## src/rtl/resample18_mac.sv

```systemverilog
// Polyphase fractional resampler MAC: drives the dual-port coefficient ROM,
// multiply-accumulates 16 taps against the sample history, and emits one
// rounded, saturated output per phase step.
module resample18_mac #(
  parameter int ACCW = 40,
  parameter int PHW  = 24
) (
  input  logic           clk,
  input  logic           rst,
  input  logic           ce,
  input  logic [PHW-1:0] freq,
  input  logic [17:0]    din,
  input  logic           ivalid,
  output logic           iready,
  output logic [9:0]     aa,
  output logic [9:0]     ab,
  input  logic [17:0]    da,
  input  logic [17:0]    db,
  output logic [17:0]    dout,
  output logic           ovalid,
  input  logic           oready
);

  localparam logic [1:0] REQ   = 2'd0;
  localparam logic [1:0] CALC  = 2'd1;
  localparam logic [1:0] DRAIN = 2'd2;
  localparam logic [1:0] OUT   = 2'd3;

  localparam logic signed [ACCW-1:0] MAXV = ACCW'(131071);
  localparam logic signed [ACCW-1:0] MINV = ACCW'(-131072);
  localparam logic signed [ACCW-1:0] HALF = ACCW'(65536);

  logic [1:0]              state;
  logic [PHW-1:0]          phase;
  logic signed [17:0]      h [16];
  logic signed [ACCW-1:0]  acc;
  logic [2:0]              t;
  logic [1:0]              dcnt;
  // Tap index and valid flags travelling alongside the address/ROM/product stages
  logic [2:0]              ta, td;
  logic                    av, dv, pv;
  logic signed [35:0]      pa, pb;

  logic [5:0]              p;
  logic [PHW:0]            nph;
  logic signed [ACCW-1:0]  sum, rnd;
  logic [17:0]             satv;

  assign p   = phase[PHW-1 -: 6];
  assign nph = {1'b0, phase} + {1'b0, freq};

  // Accumulator next value, rounding and output saturation
  always_comb begin
    sum  = acc + $signed({{(ACCW-36){pa[35]}}, pa}) + $signed({{(ACCW-36){pb[35]}}, pb});
    rnd  = (sum + HALF) >>> 17;
    satv = rnd[17:0];
    if (rnd > MAXV) begin
      satv = 18'h1FFFF;
    end else if (rnd < MINV) begin
      satv = 18'h20000;
    end
  end

  // Control FSM, address generation, MAC pipeline and output register
  always_ff @(posedge clk or posedge rst) begin
    if (rst) begin
      state  <= REQ;
      phase  <= '0;
      for (int k = 0; k < 16; k++) h[k] <= '0;
      acc    <= '0;
      t      <= '0;
      dcnt   <= '0;
      ta     <= '0;
      td     <= '0;
      av     <= 1'b0;
      dv     <= 1'b0;
      pv     <= 1'b0;
      pa     <= '0;
      pb     <= '0;
      iready <= 1'b0;
      ovalid <= 1'b0;
      dout   <= '0;
      aa     <= '0;
      ab     <= '0;
    end else if (ce) begin
      av <= (state == CALC);
      ta <= t;
      dv <= av;
      td <= ta;
      pv <= dv;
      if (dv) begin
        pa <= h[{1'b0, td}] * $signed(da);
        pb <= h[{1'b1, td}] * $signed(db);
      end
      if (pv) acc <= sum;

      case (state)
        REQ: begin
          if (!iready) begin
            iready <= 1'b1;
          end else if (ivalid) begin
            for (int k = 15; k > 0; k--) h[k] <= h[k-1];
            h[0]   <= $signed(din);
            iready <= 1'b0;
            t      <= '0;
            acc    <= '0;
            state  <= CALC;
          end
        end
        CALC: begin
          aa <= {1'b0, t, p};
          ab <= {1'b1, t, p};
          t  <= t + 3'd1;
          if (t == 3'd7) begin
            dcnt  <= '0;
            state <= DRAIN;
          end
        end
        DRAIN: begin
          dcnt <= dcnt + 2'd1;
          // Last product lands this cycle; fold it straight into the output
          if (dcnt == 2'd2) begin
            dout   <= satv;
            ovalid <= 1'b1;
            state  <= OUT;
          end
        end
        default: begin
          if (oready) begin
            ovalid <= 1'b0;
            phase  <= nph[PHW-1:0];
            t      <= '0;
            acc    <= '0;
            state  <= nph[PHW] ? REQ : CALC;
          end
        end
      endcase
    end
  end

endmodule

```

## config.mk

```make
export PLATFORM = sky130hd
export DESIGN_NAME = resample18_mac
export DESIGN_NICKNAME = d
export VERILOG_FILES = /design/src/rtl/resample18_mac.sv
export SDC_FILE = /design/constraint.sdc
export NUM_CORES = 2
export LEC_CHECK = 0
export BUFFER_PORTS_ARGS = -buffer_cell sky130_fd_sc_hd__buf_4
export CAP_MARGIN = 10
export CORE_MARGIN = 2
export CORE_UTILIZATION = 32
export DETAILED_ROUTE_END_ITERATION = 8
export PLACE_DENSITY = 0.54
export SKIP_LAST_GASP = 1
export SYNTH_ARGS = -nofsm -noshare
export SYNTH_HDL_FRONTEND = slang
export SYNTH_SLANG_ARGS = --single-unit
```

## constraint.sdc

```tcl
create_clock -name clk -period 12.9 [get_ports clk]
set_input_delay 0.645 -clock clk [delete_from_list [all_inputs] [get_ports clk]]
set_output_delay 0.645 -clock clk [all_outputs]
set_load 0.005 [all_outputs]
```

==> flow_metrics.py <==
metrics = {
    "routing": {
        "ant_nets": 0,
        "wl_mm": 123,
        "drtPass1Iterations": 5,
        "initialDrtViolationCount": 1888,
        "viasPerCell": 4.72,
        "routedWlPerCell_microns": 17.0,
        "vias": 34200,
        "drc_errors": 0,
    },
    "logic_synthesis": {
        "postSynthAreaPerCell_sq_um": 9.35,
        "synth-edff-count": 0,
        "synth_ff_type": "dfrtp_1",
        "async_reset_ff_share_pct": 100,
        "synth.yosys.seq_area_share_pct": 24.3,
        "synthCells": 5173,
        "yosys_warnings": 0,
        "synth_nets": 6211,
        "ys_seq_elements": 470,
        "netlist_area_sq_um": 48400,
        "synth.distinct_cells": 91,
    },
    "setup_path": {
        "worstSetupPathType": "reg2reg",
        "critPathRequiredTime_ps": 13420,
        "reg2reg_to": "pa[29]",
        "cp_max_fo": 46,
        "rrSetupSlack_ps": 3670,
        "arrival_ps": 9750,
        "r2r-start": "td[0]",
        "crit_path_start_kind": "flop",
        "reg2reg_depth": 23,
        "endpoint_kind": "flop",
    },
    "timing": {
        "finalMaxSlewViolations": 0,
        "rsz0062_at_grt": "false",
        "period_share_pct": 71.5,
        "skew_ps": 69.6,
        "max_slew_margin_pct": 23.9,
        "final.min_clock_period_ps": 9230,
        "setup_viol": 0,
        "timing.fmax_mhz": 108,
        "finalHoldViolations": 0,
        "worst_pin_slew_ps": 1140,
        "setup_tns_ps": 0,
    },
    "layout": {
        "drive_gt1_share_pct": 8.42,
        "areaGrowthSynthToFinish_pct": 10.2,
        "nNetsFinal": 6202,
        "final_common_cell": "nand2_1",
        "final_cell_mix": "1340 x nand2_1, 778 x inv_1, 699 x fa_1",
    },
    "floorplanning": {
        "die_w_microns": 393,
        "num_rows": 142,
        "fp.coreArea_sq_um": 150000,
        "design.die.area_sq_um": 154000,
        "num_io_pins": 123,
        "start_util_pct": 32.3,
        "die_height_microns": 393,
    },
    "clocking": {
        "cts_hold_buf": 0,
        "cts.clk_slew.worst_paths_ps": 60,
        "cts_buffers": 57,
        "h-tree-depth": 2,
        "cts_root_buffer": "clkbuf_16",
        "cts_resized": 0,
        "cts_max_path_buffers": 3,
        "post-cts-setup-buffers": 0,
        "clock_sinks": 470,
        "worstSkewPairLatency_ps": 680,
        "cts_tree": "built",
    },
    "global_routing": {
        "grt_pass1_wl_mm": 201,
        "grt_pass1_vias": 35900,
        "grt.total_usage_pct": 16.4,
        "gr-total-overflow": 0,
        "antenna_found_initial": 4,
        "grt_max_degree": 246,
    },
    "place": {
        "dp_hpwl_mm": 91.9,
        "finalWeightedCongestion": 0.862,
        "port_buffers": 121,
    },
    "hold_path": {
        "hold_path.class": "in2async",
    },
    "status": {
        "status": "completed",
    },
    "job": {
        "max-cap-violations": 0,
    },
}
## cell type report
type / instances / area [sq um]
fill: 15400 / 96600
multi-input combinational: 3705 / 32800
sequential: 470 / 11800
inverter: 779 / 2930
tap: 2016 / 2520
clock buffer: 77 / 1620
timing repair buffer: 151 / 1160
clock inverter: 31 / 494
antenna: 1 / 2.50
## Yosys cell counts, drive strengths merged, types with 36 or more instances
cell    number  share of area, %
nand2     1342                10
inv        779               6.0
fa         699                29
dfrtp      470                24
ha         256               6.6
and2       229               3.0
clkbuf     178               1.4
o21ai      172               1.8
nor2b      102               1.3
nor2        98              0.76
a21oi       96               1.0
mux4        72               3.4
xnor2       71               1.3
xor2        70               1.3
mux2        60               1.4
nand2b      54              0.70
nand3       40              0.42
buf         39              0.43
a21o        37              0.57
nor3        36              0.40
## through the flow
step | hold slack [ps] | std cells | util [%] | instance area (sq um) | worst slack [ps]
final | 74.4 | 7230 | 35.6 | 53300 | 3670
after global routing | 113 | 7229 | 35.6 | 53300 | 3170
after CTS | 75.6 | 7229 | 35.6 | 53300 | 3590
after detailed placement | 459 | 7121 | 34.2 | 51200 | 3720
after global placement | 454 | 7121 | 34.2 | 51200 | 3810
after floorplan | 441 | 5173 | - | 48400 | 4280
## routing by layer
metal	GRT usage, %	share of wire (%)	up-vias
met3	1.80	3.6	140
li1	-	-	16100
met5	0	0	-
met2	27.6	48	551
met4	4.10	2.6	0
met1	22.5	46	17400
## how the worst max path moves through the flow
| stage | depth (start not counted) | from | slack [ps] | end |
|---|---|---|---|---|
| 6_report | 23 | td[0] | 3670 | pa[29] |
| 4_1_cts | 23 | td[0] | 3590 | pa[29] |
| 5_1_grt | 23 | td[0] | 3170 | pa[29] |
| 3_5_place_dp | 23 | td[0] | 3720 | pa[29] |
| 3_3_place_gp | 23 | td[0] | 3810 | pa[29] |
| 2_1_floorplan | 29 | td[0] | 4280 | pb[34] |
## state kept, by name (all words and copies together) (netlist names)
signal	cells
acc	40
ta	3
dcnt	2
dv	1
ovalid	1
pa	36
pv	1
h	288
state	2
t	3
phase	24
td	3
ab	10
pb	36
iready	1
dout	18
av	1
## critical path: stages, from the launching register on
cell	delay, ps
dfrtp_4	1100
buf_4	630
mux4_2	570
mux2_2	500
and2_1	270
fa_1	530
inv_1	50
fa_1	460
fa_1	490
fa_1	540
inv_1	50
fa_1	490
fa_1	430
ha_1	360
a21oi_1	310
o21ai_0	140
a211o_1	290
a31oi_1	380
o31ai_1	160
a41o_1	350
o311a_1	360
o21a_1	180
o21a_1	160
o31ai_1	210
## cells by family after synthesis
kind of cell	share of synthesized area (%)
XOR/XNOR	2.55
multiplexers	4.93
AND/OR/NAND/NOR	18.3
flip-flops	24.3
AO/OA/AOI/OAI	6.48
buffers and inverters	7.90
other	0.00775
adder cells (fa/ha/maj)	35.5
Power is not shown: default switching activity piles up to over one toggle a cycle in this logic, so the estimate is an artifact.
